--- src/rtl/arashi_pkg.sv ---
// Shared types and constants for the arashi memory read engine.
package arashi_pkg;

    typedef enum logic [1:0] {IDLE, ISSUE, DRAIN} arashi_rd_state_t;

    localparam int SKID_DEPTH = 2;
    localparam int SKID_PTR_W = $clog2(SKID_DEPTH);
    localparam int SKID_CNT_W = $clog2(SKID_DEPTH + 1);

endpackage

--- src/rtl/arashi_mem_rd_if.sv ---
// Request, memory read port and cache-side beat channel of the read engine.
interface arashi_mem_rd_if #(
    parameter int DATA_WIDTH  = 32,
    parameter int MEM_WIDTH   = 10,
    parameter int BURST_WIDTH = 4
);
    logic                   req_valid;
    logic                   req_ready;
    logic [MEM_WIDTH-1:0]   req_addr;
    logic [BURST_WIDTH-1:0] req_len;
    logic                   mem_re;
    logic [MEM_WIDTH-1:0]   mem_raddr;
    logic [DATA_WIDTH-1:0]  mem_rdata;
    logic                   mem2cache_valid;
    logic                   mem2cache_ready;
    logic [DATA_WIDTH-1:0]  mem2cache;
    logic                   mem2cache_last;

    // slave is the read engine; master is the cache plus memory array around it
    modport slave (
        input  req_valid, req_addr, req_len, mem_rdata, mem2cache_ready,
        output req_ready, mem_re, mem_raddr, mem2cache_valid, mem2cache, mem2cache_last
    );

    modport master (
        output req_valid, req_addr, req_len, mem_rdata, mem2cache_ready,
        input  req_ready, mem_re, mem_raddr, mem2cache_valid, mem2cache, mem2cache_last
    );

endinterface

--- src/rtl/arashi_skid_fifo.sv ---
// Two-entry skid FIFO; head entry is presented combinationally, no push-to-pop bypass.
module arashi_skid_fifo
    import arashi_pkg::*;
#(
    parameter int WIDTH = 33
) (
    input  logic                  clk,
    input  logic                  rstn,
    input  logic                  push,
    input  logic                  pop,
    input  logic [WIDTH-1:0]      din,
    output logic [WIDTH-1:0]      dout,
    output logic [SKID_CNT_W-1:0] count,
    output logic                  empty,
    output logic                  full
);

    logic [WIDTH-1:0]      mem_q [SKID_DEPTH];
    logic [SKID_PTR_W-1:0] wr_q;
    logic [SKID_PTR_W-1:0] rd_q;
    logic [SKID_CNT_W-1:0] count_q;
    logic                  push_ok;
    logic                  pop_ok;

    always_comb begin
        empty   = (count_q == '0);
        full    = (count_q == SKID_CNT_W'(SKID_DEPTH));
        push_ok = push && !full;
        pop_ok  = pop && !empty;
        count   = count_q;
        dout    = mem_q[rd_q];
    end

    always_ff @(posedge clk or negedge rstn) begin
        if (!rstn) begin
            for (int unsigned i = 0; i < SKID_DEPTH; i++) begin
                mem_q[i] <= '0;
            end
            wr_q    <= '0;
            rd_q    <= '0;
            count_q <= '0;
        end else begin
            if (push_ok) begin
                mem_q[wr_q] <= din;
                wr_q        <= wr_q + 1'b1;
            end
            if (pop_ok) begin
                rd_q <= rd_q + 1'b1;
            end
            count_q <= count_q + SKID_CNT_W'(push_ok) - SKID_CNT_W'(pop_ok);
        end
    end

endmodule

--- src/rtl/arashi_mem_rd.sv ---
// Burst read engine: issues memory reads under skid-buffer credit and streams beats to the cache.
module arashi_mem_rd
    import arashi_pkg::*;
#(
    parameter int DATA_WIDTH  = 32,
    parameter int MEM_WIDTH   = 10,
    parameter int BURST_WIDTH = 4
) (
    input  logic            clk,
    input  logic            rstn,
    arashi_mem_rd_if.slave  bus,
    output logic            busy
);

    arashi_rd_state_t       state_q;
    logic [MEM_WIDTH-1:0]   addr_q;
    logic [BURST_WIDTH-1:0] cnt_q;
    logic                   inflight_q;
    logic                   last_q;

    logic [DATA_WIDTH:0]    fifo_dout;
    logic [SKID_CNT_W-1:0]  fifo_count;
    logic                   fifo_empty;
    logic                   fifo_full;
    logic                   pop;
    logic [2:0]             occ;
    logic                   issue;
    logic                   drain_done;

    arashi_skid_fifo #(
        .WIDTH(DATA_WIDTH + 1)
    ) u_skid (
        .clk   (clk),
        .rstn  (rstn),
        .push  (inflight_q),
        .pop   (pop),
        .din   ({last_q, bus.mem_rdata}),
        .dout  (fifo_dout),
        .count (fifo_count),
        .empty (fifo_empty),
        .full  (fifo_full)
    );

    always_comb begin
        pop   = !fifo_empty && bus.mem2cache_ready;
        // occupancy after this edge: FIFO entries plus the word returning next cycle
        occ   = {1'b0, fifo_count} + {2'b00, inflight_q} - {2'b00, pop};
        issue = (state_q == ISSUE) && (occ < 3'd2);
        // leave DRAIN on the edge that pops the final beat
        drain_done = !inflight_q && (fifo_empty || (pop && !fifo_full));
    end

    assign bus.req_ready       = (state_q == IDLE);
    assign bus.mem_re          = issue;
    assign bus.mem_raddr       = addr_q;
    assign bus.mem2cache_valid = !fifo_empty;
    assign bus.mem2cache       = fifo_dout[DATA_WIDTH-1:0];
    assign bus.mem2cache_last  = fifo_dout[DATA_WIDTH];
    assign busy                = (state_q != IDLE);

    always_ff @(posedge clk or negedge rstn) begin
        if (!rstn) begin
            state_q    <= IDLE;
            addr_q     <= '0;
            cnt_q      <= '0;
            inflight_q <= 1'b0;
            last_q     <= 1'b0;
        end else begin
            inflight_q <= issue;
            last_q     <= issue && (cnt_q == '0);
            case (state_q)
                IDLE: begin
                    if (bus.req_valid) begin
                        addr_q  <= bus.req_addr;
                        cnt_q   <= bus.req_len;
                        state_q <= ISSUE;
                    end
                end
                ISSUE: begin
                    if (issue) begin
                        addr_q <= addr_q + 1'b1;
                        cnt_q  <= cnt_q - 1'b1;
                        if (cnt_q == '0) begin
                            state_q <= DRAIN;
                        end
                    end
                end
                DRAIN: begin
                    if (drain_done) begin
                        state_q <= IDLE;
                    end
                end
                default: state_q <= IDLE;
            endcase
        end
    end

endmodule

--- src/flat_wrapper.sv ---
// flat-port wrapper written by rule: the top's interface ports become plain ports
module arashi_mem_rd_flat import arashi_pkg::*;
#(
    parameter int DATA_WIDTH  = 32,
    parameter int MEM_WIDTH   = 10,
    parameter int BURST_WIDTH = 4
)
  (clk, rstn, busy, bus_req_valid, bus_req_addr, bus_req_len, bus_mem_rdata, bus_mem2cache_ready, bus_req_ready, bus_mem_re, bus_mem_raddr, bus_mem2cache_valid, bus_mem2cache, bus_mem2cache_last);
  arashi_mem_rd_if #(.DATA_WIDTH(DATA_WIDTH), .MEM_WIDTH(MEM_WIDTH), .BURST_WIDTH(BURST_WIDTH)) bus_i ();
  input  logic clk;
  input  logic rstn;
  output logic busy;
  input wire logic [$bits(bus_i.req_valid)-1:0] bus_req_valid;
  input wire logic [$bits(bus_i.req_addr)-1:0] bus_req_addr;
  input wire logic [$bits(bus_i.req_len)-1:0] bus_req_len;
  input wire logic [$bits(bus_i.mem_rdata)-1:0] bus_mem_rdata;
  input wire logic [$bits(bus_i.mem2cache_ready)-1:0] bus_mem2cache_ready;
  output wire logic [$bits(bus_i.req_ready)-1:0] bus_req_ready;
  output wire logic [$bits(bus_i.mem_re)-1:0] bus_mem_re;
  output wire logic [$bits(bus_i.mem_raddr)-1:0] bus_mem_raddr;
  output wire logic [$bits(bus_i.mem2cache_valid)-1:0] bus_mem2cache_valid;
  output wire logic [$bits(bus_i.mem2cache)-1:0] bus_mem2cache;
  output wire logic [$bits(bus_i.mem2cache_last)-1:0] bus_mem2cache_last;
  assign bus_i.req_valid = bus_req_valid;
  assign bus_i.req_addr = bus_req_addr;
  assign bus_i.req_len = bus_req_len;
  assign bus_i.mem_rdata = bus_mem_rdata;
  assign bus_i.mem2cache_ready = bus_mem2cache_ready;
  assign bus_req_ready = bus_i.req_ready;
  assign bus_mem_re = bus_i.mem_re;
  assign bus_mem_raddr = bus_i.mem_raddr;
  assign bus_mem2cache_valid = bus_i.mem2cache_valid;
  assign bus_mem2cache = bus_i.mem2cache;
  assign bus_mem2cache_last = bus_i.mem2cache_last;
  arashi_mem_rd #(.DATA_WIDTH(DATA_WIDTH), .MEM_WIDTH(MEM_WIDTH), .BURST_WIDTH(BURST_WIDTH)) u_core (.clk(clk), .rstn(rstn), .bus(bus_i), .busy(busy));
endmodule
--- config.mk ---
export PLATFORM = sky130hd
export DESIGN_NAME = arashi_mem_rd_flat
export DESIGN_NICKNAME = d
export VERILOG_FILES = /design/src/rtl/arashi_pkg.sv /design/src/rtl/arashi_mem_rd_if.sv /design/src/rtl/arashi_skid_fifo.sv /design/src/rtl/arashi_mem_rd.sv /design/src/flat_wrapper.sv
export SDC_FILE = /design/constraint.sdc
export NUM_CORES = 1
export LEC_CHECK = 0
export CAP_MARGIN = 25
export CORE_MARGIN = 5
export CORE_UTILIZATION = 40
export DETAILED_ROUTE_END_ITERATION = 7
export HOLD_SLACK_MARGIN = 0.12
export PLACE_DENSITY = 0.66
export SLEW_MARGIN = 20
export SYNTH_ARGS = -nofsm -noshare
export SYNTH_HDL_FRONTEND = slang
export SYNTH_SLANG_ARGS = --single-unit
export TNS_END_PERCENT = 10
--- constraint.sdc ---
create_clock -name clk -period 5.65 [get_ports clk]
set_input_delay 1.695 -clock clk [delete_from_list [all_inputs] [get_ports clk]]
set_output_delay 1.695 -clock clk [all_outputs]
set_load 0.01 [all_outputs]
==> out/results.txt <==
Syn Inst Count: 311
HPWL after DPL: 6160 um
synthesized area: 4130 um2
Placed Cells: 534
vias post-DR: 2792
average size of a mapped cell: 13.3 um2
#FFs+latches synth: 88
fin crit share: 96.9%
vias in the first global route: 3039
pin count of the biggest net entering global routing: 48
Max-cap violations: 0
clk buf depth: 2
CTS Buf Count: 9
Worst VDD drop: 0.261 mV
worst hold path type: flip-flop to flip-flop
Gate power share: 53.6%
fin cells: 549
CTS H-Tree Depth: 3
synth top area cells: dfrtp_1 (53%), mux2_2 (26%), a21oi_1 (1.6%)
CTS tree: built
core area: 10200 um2
# fillers: 877
RSZ-0062 raised after global routing: no
clock share of power: 12.2%
dpl ws: -0.129 ns
initial antenna violation count: 0
slew margin rel.: 50.7%
Congestion Overflow GR: 0
GR Util All Layers: 14.8%
first-pass GRT wire length: 15000 um
count of pins over their slew limit: 0
Port Buf Inserts: 96
post-synth cell types: 43
minimum clock period: 5.47 ns
Slew @ Worst Pin: 0.739 ns
Area Growth Syn to Fin: 31.2%
nets@finish: 465
crit path kind: primary input to output port
Post-DRT Antenna Nets: 0
crit end category: output port
Worst Path Required: 3.95 ns
sequential area share after synthesis: 53.3%
Max Fanout on Critical Path: 2
DIE HEIGHT: 112 um
Final Setup Violations: 0
Critical Path AT: 3.78 ns
post-synth top area share: 53.3%
async set-reset flop share out of synthesis: 100%
run status: completed
num ports: 97
hold buffer count at cts: 0
Sequential Power Share: 34.1%
Peak Freq: 183 MHz
# clock sinks: 88
EDFF count, synth: 0
Worst Setup Start Kind: primary input
gpl congestion: 0.776
# DRC: 0
final wirelength: 8830 um
clk_lat worst skew: 0.34 ns
cell taking the most area after synthesis: dfrtp_1
Setup WS post-layout: 0.175 ns
share of layout cells above drive strength 1: 31.2%
routed vias/inst: 5.09
clock skew: 0.00991 ns
Initial DRT Pass Iterations: 4
Post-Syn Nets: 367
antenna cell count: 0
Net Sw Frac: 35.0%
synthesis warning total: 0
row cnt: 37
die area: 12500 um2
Avg WL per Cell: 16.1 um
Int Pwr: 2.23 mW
ys flop type: dfrtp_1
Psw: 1.20 mW
Die W: 112 um
DR iter-0 viols: 82
Leak: 2.22 nW
Clk pin slew, worst setup/hold paths: 0.08 ns
initial core utilization: 40.6%
power per cell area: 632 nW/um2
Hold Violations, Final: 0
Root Buffer: clkbuf_8
## cell type report
cell class / instances / area, um2 / area share [%]
Clock inverter: 4 / 45.0 / 0.830
Clock buffer: 11 / 141 / 2.61
Tap cell: 136 / 170 / 3.14
Multi-Input combinational cell: 199 / 1800 / 33.1
Sequential cell: 88 / 2200 / 40.6
Timing Repair Buffer: 104 / 1040 / 19.2
Inverter: 7 / 26.3 / 0.484
## flip-flops by register name (all words and copies together), names as in the netlist
signal	flops
u_core.u_skid.rd_q	1
u_core.cnt_q	4
u_core.bus.mem_raddr	10
u_core.u_skid.count	2
u_core.last_q	1
u_core.inflight_q	1
u_core.u_skid.mem_q	66
u_core.state_q	2
u_core.u_skid.wr_q	1
## cell usage after synthesis (2+ instances only)
cell type   n
a211oi_1    2
nand2b_1    2
o22ai_1     5
buf_2       6
mux2_1      2
o211ai_1    2
clkbuf_1    3
buf_4       4
o211ai_2    2
mux2_2     97
ha_1        5
and4_1      2
nand4_1     3
xnor2_1     4
nand2_1    12
dfrtp_1    88
nor3_1      2
buf_6       4
o21ai_0    10
inv_1       6
a2bb2oi_1   3
a21oi_1    13
nor2_1     10
nand3_1     5
## per-stage QoR
stage	TNS (ns)	cell area [um2]	power [mW]	hold WS, ns	utilization (%)
2_1_floorplan	0	4130	2.31	0.447	-
3_3_place_gp	-0.0720	5200	3.00	0.464	51.1
3_5_place_dp	-0.129	5240	3.06	0.475	51.4
4_1_cts	0	5430	3.49	0.493	53.3
5_1_grt	0	5430	3.71	0.519	53.3
6_report	0	5430	3.43	0.491	53.3
## worst paths after layout
check / start / to / slack (ns) / cells past startpoint
max: bus_mem2cache_ready / bus_mem_re / 0.18 / 9
min: u_core.u_skid.mem_q[42] / u_core.u_skid.mem_q[42] / 0.49 / 1
max reg2reg: u_core.u_skid.count[1] / u_core.bus.mem_raddr[6] / 2.62 / 10
min reg2reg: u_core.u_skid.mem_q[42] / u_core.u_skid.mem_q[42] / 0.49 / 1
max in group asynchronous: rstn / u_core.u_skid.rd_q / 3.66 / 2
min in group asynchronous: rstn / u_core.u_skid.mem_q[6] / 1.35 / 1
## routing by layer
layer | track usage (%) | up-vias | part of all wire, %
li1 | - | 1313 | -
met1 | 19.7 | 1396 | 47
met2 | 23.6 | 75 | 46
met3 | 3.80 | 8 | 5.1
met4 | 4.87 | 0 | 1.0
met5 | 0 | - | 0
## layout by cell type, fill, tap and decap left out, types with 2 or more instances in the layout
master and instances:
a211oi_1 2, a21oi_1 13, a2bb2oi_1 3, and4_1 2, buf_12 2, buf_4 7, clkbuf_8 10, clkdlybuf4s50_1 94
clkinv_2 3, dfrtp_1 88, ha_1 5, inv_1 6, mux2_1 2, mux2_2 97, nand2_1 12, nand2b_1 2
nand3_1 5, nand4_1 3, nor2_1 10, nor3_1 2, o211ai_1 2, o21ai_0 10, o22ai_1 5, xnor2_1 4
## logic make-up (layout without fill, tap and decap cells)
group / count (synthesis) / count (layout) / synth area share, %
muxes: 100 / 100 / 27.2
DFF: 88 / 88 / 53.3
AOI/OAI and AO/OA: 45 / 45 / 7.72
and+or+nand+nor: 43 / 43 / 5.30
buffers and inverters: 24 / 126 / 3.45
adders and majority gates: 6 / 6 / 2.00
xor gates and xnor gates: 5 / 5 / 1.06
## critical path: stages
cell	delay (ns)
clkdlybuf4s50_1	0.41
and2_1	0.16
ha_1	0.28
nand2b_1	0.15
fa_1	0.38
xnor2_1	0.19
nand2_1	0.10
nor2_1	0.12
dlygate4sd2_1	0.29
## power by group through the flow
stage                     combinational [mW]  clock [mW]  sequential (mW)
after detailed placement                1.87           0             1.18
after floorplan                         1.19           0             1.12
after global placement                  1.83           0             1.16
after CTS                               1.88       0.439             1.17
final                                   1.84       0.419             1.17
after global routing                    2.03       0.468             1.21
## what timing repair did
| item | 4_1_cts | 5_1_grt |
|---|---|---|
| setup buffers | 0 | 0 |
| resized for setup | 1 | 0 |
| endpoints found under the setup margin | 1 | 0 |
Power figures use the tool's default switching activity.
